$ cat config.mk
export PLATFORM = sky130hd
export DESIGN_NAME = pipe_hazard_ctrl
export DESIGN_NICKNAME = d
export VERILOG_FILES = /design/src/rtl/pipe_ctrl_pkg.sv /design/src/rtl/reg_scoreboard.sv /design/src/rtl/pipe_hazard_ctrl.sv
export SDC_FILE = /design/constraint.sdc
export NUM_CORES = 1
export LEC_CHECK = 0
export CAP_MARGIN = 20
export CORE_ASPECT_RATIO = 0.7
export CORE_MARGIN = 3
export CORE_UTILIZATION = 58
export CTS_CLUSTER_DIAMETER = 120
export DETAILED_ROUTE_END_ITERATION = 16
export PLACE_DENSITY = 0.81
export SYNTH_ARGS = -nofsm -noshare
export SYNTH_HDL_FRONTEND = slang
export SYNTH_SLANG_ARGS = --single-unit
$ cat constraint.sdc
create_clock -name i_clk -period 4.2 [get_ports i_clk]
set_clock_uncertainty 0.1 [all_clocks]
set_input_delay 0.84 -clock i_clk [delete_from_list [all_inputs] [get_ports i_clk]]
set_output_delay 0.84 -clock i_clk [all_outputs]
set_load 0.01 [all_outputs]
$ cat src/rtl/pipe_ctrl_pkg.sv
// Shared types and sizes for the pipeline hazard controller.
// Scoreboard width, register count and sequencer state encoding.
package pipe_ctrl_pkg;

    typedef enum logic {
        RUN      = 1'b0,
        MEM_WAIT = 1'b1
    } ctrl_state_t;

    localparam int SB_W  = 2;
    localparam int REG_N = 32;
    localparam int RA_W  = $clog2(REG_N);

endpackage

$ cat src/rtl/reg_scoreboard.sv
// Per-register busy counters for in-flight rd writes.
// Load on issue, count down each advancing cycle, hold while frozen.
module reg_scoreboard
    import pipe_ctrl_pkg::*;
#(
    parameter int SB_LAT = 2
) (
    input  logic            i_clk,
    input  logic            i_reset,
    input  logic            i_hold,
    input  logic            i_load_en,
    input  logic [RA_W-1:0] i_load_addr,
    input  logic [RA_W-1:0] i_rs1_addr,
    input  logic [RA_W-1:0] i_rs2_addr,
    output logic            o_rs1_busy,
    output logic            o_rs2_busy,
    output logic            o_any_busy
);

    logic [SB_W-1:0] cnt [REG_N];

    always_ff @(posedge i_clk or negedge i_reset) begin
        if (!i_reset) begin
            for (int i = 0; i < REG_N; i++) begin
                cnt[i] <= '0;
            end
        end else begin
            cnt[0] <= '0;
            for (int i = 1; i < REG_N; i++) begin
                if (!i_hold) begin
                    // a fresh load wins over the decrement of the same entry
                    if (i_load_en && (i_load_addr == RA_W'(i))) begin
                        cnt[i] <= SB_W'(SB_LAT);
                    end else if (cnt[i] != '0) begin
                        cnt[i] <= cnt[i] - 1'b1;
                    end
                end
            end
        end
    end

    assign o_rs1_busy = (i_rs1_addr != '0) && (cnt[i_rs1_addr] != '0);
    assign o_rs2_busy = (i_rs2_addr != '0) && (cnt[i_rs2_addr] != '0);

    always_comb begin
        o_any_busy = 1'b0;
        for (int i = 1; i < REG_N; i++) begin
            o_any_busy = o_any_busy | (cnt[i] != '0);
        end
    end

endmodule

$ cat src/rtl/pipe_hazard_ctrl.sv
// Stall/flush sequencer for the 5-stage non-forwarding pipeline.
// Priority freeze > redirect > raw; MEM wait watchdog.
module pipe_hazard_ctrl
    import pipe_ctrl_pkg::*;
#(
    parameter int SB_LAT  = 2,
    parameter int TIMEOUT = 255
) (
    input  logic            i_clk,
    input  logic            i_reset,
    input  logic [RA_W-1:0] i_ID_rs1_addr,
    input  logic [RA_W-1:0] i_ID_rs2_addr,
    input  logic            i_ID_rs1_used,
    input  logic            i_ID_rs2_used,
    input  logic [RA_W-1:0] i_ID_rd_addr,
    input  logic            i_ID_rd_wren,
    input  logic            i_EX_pc_sel,
    input  logic            i_MEM_mem_access,
    input  logic            i_mem_ready,
    output logic            o_pc_stall,
    output logic            o_IF_ID_stall,
    output logic            o_ID_EX_stall,
    output logic            o_EX_MEM_stall,
    output logic            o_MEM_WB_stall,
    output logic            o_IF_ID_flush,
    output logic            o_ID_EX_flush,
    output logic            o_EX_MEM_flush,
    output logic            o_MEM_WB_flush,
    output logic            o_mispred,
    output logic            o_sb_busy,
    output logic            o_mem_timeout
);

    logic freeze;
    logic redirect;
    logic raw;
    logic raw_stall;
    logic issue;
    logic load_en;
    logic rs1_busy;
    logic rs2_busy;

    ctrl_state_t state_q;
    ctrl_state_t state_d;
    logic [7:0]  wait_q;
    logic [7:0]  wait_d;
    logic        timeout_q;
    logic        timeout_d;

    assign freeze    = i_MEM_mem_access & ~i_mem_ready;
    assign raw       = (i_ID_rs1_used & rs1_busy)
                     | (i_ID_rs2_used & rs2_busy);
    assign redirect  = i_EX_pc_sel & ~freeze;
    assign raw_stall = raw & ~freeze & ~i_EX_pc_sel;
    assign issue     = ~freeze & ~i_EX_pc_sel & ~raw;
    assign load_en   = issue & i_ID_rd_wren
                     & (i_ID_rd_addr != '0);

    reg_scoreboard #(
        .SB_LAT (SB_LAT)
    ) u_sb (
        .i_clk       (i_clk),
        .i_reset     (i_reset),
        .i_hold      (freeze),
        .i_load_en   (load_en),
        .i_load_addr (i_ID_rd_addr),
        .i_rs1_addr  (i_ID_rs1_addr),
        .i_rs2_addr  (i_ID_rs2_addr),
        .o_rs1_busy  (rs1_busy),
        .o_rs2_busy  (rs2_busy),
        .o_any_busy  (o_sb_busy)
    );

    assign o_pc_stall     = freeze | raw_stall;
    assign o_IF_ID_stall  = freeze | raw_stall;
    assign o_ID_EX_stall  = freeze;
    assign o_EX_MEM_stall = freeze;
    assign o_MEM_WB_stall = 1'b0;
    assign o_IF_ID_flush  = redirect;
    assign o_ID_EX_flush  = redirect | raw_stall;
    assign o_EX_MEM_flush = 1'b0;
    assign o_MEM_WB_flush = freeze;
    assign o_mispred      = redirect;
    assign o_mem_timeout  = timeout_q;

    always_ff @(posedge i_clk or negedge i_reset) begin
        if (!i_reset) begin
            state_q   <= RUN;
            wait_q    <= '0;
            timeout_q <= 1'b0;
        end else begin
            state_q   <= state_d;
            wait_q    <= wait_d;
            timeout_q <= timeout_d;
        end
    end

    always_comb begin
        state_d   = state_q;
        wait_d    = wait_q;
        timeout_d = timeout_q;
        unique case (state_q)
            RUN: begin
                wait_d = '0;
                if (freeze) state_d = MEM_WAIT;
            end
            MEM_WAIT: begin
                // saturate so a long stall cannot wrap past the limit
                if (wait_q != 8'(TIMEOUT)) wait_d = wait_q + 8'd1;
                if (i_mem_ready) state_d = RUN;
            end
            default: state_d = RUN;
        endcase
        if (wait_q == 8'(TIMEOUT)) timeout_d = 1'b1;
    end

endmodule

-- Yosys cells after proc, flatten, opt, wreduce, memory -nomap -nowiden
Index checks and enable logic that the tools add are counted.
Widths: inputs -> output; s select.
- bits in registers: 72
- output and inout port bits: 12
- order comparisons: 2
- add/subtract/negate cells: 32
- bitwise gates (word level): 50
- multiplexer cells: 73
- eq/ne operators: 34
- reductions and logical operators: 131
- operator list (kind ; number):
    $mux 2 ; 66
    $reduce_bool 2->1 ; 64
    $eq 5x5->1 const B ; 16
    $reduce_and 2->1 ; 31
    $sub 2x1->2 const B ; 31
    $eq 5x4->1 const B ; 8
    $logic_and 1x1->1 ; 33
    $or 1x1->1 ; 33
    $bmux 2 s5 ; 2
    $eq 5x3->1 const B ; 4
    $pmux 8 s2 ; 1
    $reduce_bool 5->1 ; 3
    $ge 6x6->1 const B ; 2
    $not 5->6 ; 2
    $and 1x1->1 ; 10
    $eq 5x2->1 const B ; 2
    $add 8x1->8 const B ; 1
    $eq 8x8->1 const B ; 1
    $mux 8 ; 1
    $ne 8x8->1 const B ; 1
    $eq 5x1->1 const B ; 1
    $not 1->1 ; 5
    $mux 1 ; 2
    $ne 2x1->1 const B ; 1
    $pmux 1 s2 ; 1

-- Logic depth before layout (Yosys ltp)
- depth in word-level cells: 31
- gate-level depth with buffers: 11
- mapped depth without buffers: 7

-- By module
From an unflattened synthesis, not the netlist that was laid out.
- cells, all modules: 575
- area total of the unflattened synthesis: 4854.7 µm²
- by module, submodules not included (module ; area an instance (µm²) ; cells an instance ; times used ; sequential area each (µm²)):
    reg_scoreboard ; 4241.6 ; 506 ; 1 ; 1551.5
    pipe_hazard_ctrl ; 613.1 ; 69 ; 1 ; 250.2

-- Worst setup path after synthesis
OpenSTA, ideal clock, no wires.
- path kind: input to output
- from: input port i_ID_rs1_addr[0]
- to: output port o_pc_stall
- stages: 10
- path slack: 0.197 ns
- required time: 3.260 ns
- arrival: 3.063 ns
- path through: buf_6 or4b_1 o311a_1 o21ai_1 a32oi_1 and3_4 nor4_4 buf_6 o21ai_0 buf_4
- word-level cells in the longest chain between the ends: 11
- elaborated cells on any way between the ends: 12
- RTL lines (element ; line ; RTL):
    start, declared ; pipe_hazard_ctrl.sv:11 ; input logic [RA_W-1:0] i_ID_rs1_addr,
    $not 5->6 (not written as such) ; reg_scoreboard.sv:42 ; assign o_rs1_busy = (i_rs1_addr != '0) && (cnt[i_rs1_addr] != '0);
    $bmux 2 s5 ; reg_scoreboard.sv:42 ;
    $mux 2 (not written as such) (2 in a row) ; reg_scoreboard.sv:42 ;
    $reduce_bool 2->1 ; reg_scoreboard.sv:42 ;
    $logic_and 1x1->1 (*) ; reg_scoreboard.sv:42 ;
    $and 1x1->1 (*) ; pipe_hazard_ctrl.sv:51 ; assign raw = (i_ID_rs1_used & rs1_busy)
    $or 1x1->1 (*) ; pipe_hazard_ctrl.sv:52 ; | (i_ID_rs2_used & rs2_busy);
    $and 1x1->1 (*) (2 in a row) ; pipe_hazard_ctrl.sv:54 ; assign raw_stall = raw & ~freeze & ~i_EX_pc_sel;
    $or 1x1->1 (*) ; -- ;
    end, declared ; pipe_hazard_ctrl.sv:20 ; output logic o_pc_stall,
Mark *: on every way between the ends. The rest lies on a longest branch, timed or not. The select of a mux whose other input is x is not followed.

-- Worst setup path in the final report
- from: input port i_ID_rs2_addr[2]
- to: output port o_IF_ID_stall
- word-level cells in the longest chain between the ends: 11
- elaborated cells on any way between the ends: 12
- RTL lines (element ; line ; RTL):
    start, declared ; pipe_hazard_ctrl.sv:12 ; input logic [RA_W-1:0] i_ID_rs2_addr,
    $not 5->6 (not written as such) ; reg_scoreboard.sv:43 ; assign o_rs2_busy = (i_rs2_addr != '0) && (cnt[i_rs2_addr] != '0);
    $bmux 2 s5 ; reg_scoreboard.sv:43 ;
    $mux 2 (not written as such) (2 in a row) ; reg_scoreboard.sv:43 ;
    $reduce_bool 2->1 ; reg_scoreboard.sv:43 ;
    $logic_and 1x1->1 (*) ; reg_scoreboard.sv:43 ;
    $and 1x1->1 (*) ; pipe_hazard_ctrl.sv:52 ;
    $or 1x1->1 (*) ; pipe_hazard_ctrl.sv:52 ;
    $and 1x1->1 (*) (2 in a row) ; pipe_hazard_ctrl.sv:54 ;
    $or 1x1->1 (*) ; pipe_hazard_ctrl.sv:75 ; assign o_IF_ID_stall = freeze | raw_stall;
    end, declared ; pipe_hazard_ctrl.sv:21 ; output logic o_IF_ID_stall,
Marked as above.

==> metrics.yaml <==
critical_path:
  worstPathArrival_ns: 3.14
  crit_path_start: "i_ID_rs2_addr[2]"
  crit_family: "buffers and inverters"
  r2r-start: "u_sb.cnt[7]"
  crit_buf_inv: 3
  crit_path_top_delay_cell: "clkdlybuf4s50_1"
  worstPathMaxFanout: 6
  start_kind: "primary input"
  path_cells: "clkdlybuf4s50_1 > buf_4 > nor4_2 > nor4b_1 > a211o_1 > nor4_4 > o21ai_1 > dlygate4sd2_1"
  required_ns: 3.26
  endpoint_kind: "output pin"
  slowest_delay_ns: 0.54
  worst-setup-path-type: "in -> out"
synth:
  syn-cell-area_um2: 4840
  synth_ff_type: "dfrtp_1"
  synth_edf_count: 0
  yosysSeqAreaShare_pct: 37.2
  syn_area_per_cell_um2: 8.80
  async_flop_share_pct: 100
  syn_inst: 550
  yosysWarningCount: 0
  ys_ff_latch: 72
  synth_cell_type_count: 54
timing:
  maxSlewHeadroom_pct: 30.7
  period_minus_slack_ns: 4.08
  worst_pin_slew_ns: 1.04
  hold_viol_final: 0
  fin_crit_sh_pct: 97.2
  setup_violations: 0
  tns_ns: 0
  slew_violations: 0
  fmax_mhz: 245
  hold_ws_ns: 0.371
  rsz0062_at_grt: "no"
finish:
  num-nets-final: 639
  antenna_cells: 0
  design_area_um2: 5550
  fillCellCount: 629
  final_util_pct: 69.6
  area_growth_pct: 14.6
  layout-drive-gt1-share_pct: 9.00
cts:
  clockRootBuffer: "clkbuf_16"
  cts_buffers: 9
  tritoncts: "done"
  path_clk_slew_ns: 0.06
  htreeDepth: 3
  cts_sinks: 72
  hold_buffers: 0
  clk_latency_ns: 0.34
  post_cts_buffers: 0
  cts_max_path_buffers: 2
global_routing:
  antenna_found_initial: 0
  grtUsageMet1_pct: 36.1
  top_usage_layer: "met2"
  grt_pass1_vias: 4251
  grt_pass1_wl_mm: 20.4
  grt_usage_pct: 28.2
  gr-usage-met3_pct: 7.94
  use_met2_pct: 46.5
  grt_max_degree: 63
  grt-ovfl-total: 0
pwr:
  p_sw_share_pct: 38.3
  power_frac_clock_pct: 20.4
  p_int_uw: 2460
  ir_drop_uv: 475
  powerDensity_nw_per_um2: 717
  p_leak_uw: 0.00256
  p_comb_share_pct: 46.1
  power_uw: 3980
  seqPwrFrac_pct: 33.5
  switching_power_uw: 1520
hold_path:
  hold_start: "o_mem_timeout"
  min_path_type: "reg -> reg"
die:
  die_area_um2: 9490
  die_h_um: 82.4
  core_um2: 7970
  num_rows: 27
  pin_count: 35
  die_w_um: 115
  initial_core_util_pct: 60.7
placed_design:
  io_buffers: 32
  gp_congestion: 0.984
  placed_area_um2: 5220
  dp_hpwl_mm: 9.12
detailed_routing:
  drt_iter0_drc: 328
  drc: 0
  viasPerCell: 6.23
  wl_per_cell_um: 17.9
  dr.pass1.iters: 5
  vias: 4300
  antenna_left: 0
  drt_wl_total_mm: 12.4
job:
  max-cap-violations: 0
outcome:
  status: "finished clean"
per-layer routing:
layer  vias up  routed length, um
li1       2007                  -
met5         -                  0
met4         0                232
met1      2095               5290
met3        21               1090
met2       177               5740
registers in the layout (all words and copies together), names as in the netlist:
register and flops:
u_sb.cnt 62, o_mem_timeout 1, state_q 1, wait_q 8
cells in the mapped netlist, types with 2 or more instances:
cell | count | area [um2]
buf_1 | 3 | 11.3
buf_6 | 7 | 78.8
nor2b_1 | 3 | 18.8
dfrtp_1 | 72 | 1800
o21ai_0 | 10 | 50.1
o311ai_0 | 2 | 17.5
nand2b_1 | 4 | 25.0
nand4_1 | 9 | 56.3
mux4_2 | 5 | 113
and2_1 | 2 | 12.5
o211a_1 | 3 | 30.0
nor4b_1 | 2 | 17.5
dlygate4sd1_1 | 4 | 35.0
nor4_1 | 6 | 37.5
a31o_2 | 4 | 35.0
a31o_1 | 27 | 236
nor2_1 | 97 | 364
a211oi_1 | 11 | 82.6
ha_1 | 32 | 400
xnor2_1 | 32 | 280
inv_1 | 66 | 248
nor3_1 | 15 | 75.1
a31oi_1 | 38 | 238
nand2_1 | 10 | 37.5
clkbuf_1 | 6 | 22.5
buf_4 | 7 | 52.6
nand3_1 | 6 | 30.0
a21oi_1 | 35 | 175
nor3b_1 | 2 | 15.0
buf_2 | 3 | 15.0
and3_1 | 3 | 18.8
a2111oi_0 | 2 | 17.5
logic make-up (layout without fill, tap and decap cells):
family                   count (synthesis)  in the layout  share of synthesized area (%)
AND/OR/NAND/NOR                        167            167                           16.3
AO/OA/AOI/OAI                          141            141                           19.7
buffers and inverters                   97            135                           9.64
flip-flops                              72             72                           37.2
XOR/XNOR                                33             33                           5.97
adder cells (fa/ha/maj)                 32             32                           8.27
multiplexers                             7              7                           2.77
other                                    1              2                         0.0775
final cells by class:
cell class	instances	area, um2	share of cell area (%)
multi-input combinational	382	2590	46.6
sequential	72	1800	32.5
timing repair buffer	52	458	8.25
clock buffer	14	284	5.12
inverter	67	255	4.60
tap	101	126	2.28
clock inverter	2	35.0	0.631
layout by cell type (no fill, tap or decap), drive strengths merged, types with 3 or more instances in the layout:
| cell | netlist | final |
|---|---|---|
| a21oi | 35 | 35 |
| nand2 | 10 | 10 |
| and3 | 4 | 4 |
| inv | 66 | 65 |
| dlygate4sd2 | 0 | 4 |
| mux4 | 5 | 5 |
| nand2b | 4 | 4 |
| nor4 | 7 | 7 |
| xnor2 | 32 | 32 |
| nor2b | 3 | 3 |
| clkdlybuf4s50 | 0 | 25 |
| nand3 | 6 | 6 |
| ha | 32 | 32 |
| nor3 | 15 | 15 |
| dfrtp | 72 | 72 |
| clkbuf | 6 | 15 |
| nor2 | 97 | 97 |
| buf | 20 | 21 |
| o21ai | 11 | 11 |
| nand4 | 9 | 9 |
| o211a | 3 | 3 |
| a31oi | 38 | 38 |
| a31o | 31 | 31 |
| a211oi | 11 | 11 |
| and2 | 3 | 3 |
worst register-to-register path: cells and delay by family, from the launching register on:
kind | cells | cell delay, ns
DFF | 1 | 0.41
AOI/OAI and AO/OA | 5 | 1.04
buffers and inverters | 1 | 0.62
and+or+nand+nor | 2 | 0.61
through the flow:
stage	instances	setup WS (ns)
3_5_place_dp	674	-0.434
6_report	690	0.117
2_1_floorplan	551	0.197
5_1_grt	690	0.0130
3_3_place_gp	674	-0.403
4_1_cts	690	0.0210
final timing paths:
path | depth (start not counted) | to | slack (ns)
worst min register to register | 1 | o_mem_timeout | 0.37
worst min-delay path | 1 | o_mem_timeout | 0.37
max in group asynchronous | 2 | u_sb.cnt[45] | 2.69
min in group asynchronous | 1 | wait_q[4] | 0.47
worst max register to register | 8 | u_sb.cnt[14] | 1.23
worst max-delay path | 8 | o_IF_ID_stall | 0.12
power by group through the flow:
| stage | Clock [uW] | Sequential (uW) | Combinational (uW) |
|---|---|---|---|
| global route | 848 | 1380 | 2100 |
| finish | 811 | 1330 | 1830 |
| floorplan | 0 | 1260 | 1480 |
| global placement | 0 | 1320 | 1680 |
| detailed placement | 0 | 1330 | 1820 |
| CTS | 820 | 1330 | 1840 |
repair_timing:
action,CTS,global route
pin swaps,2,4
endpoints found under the setup margin,3,3
gates resized for setup,6,9
(Power assumes the default switching activity.)
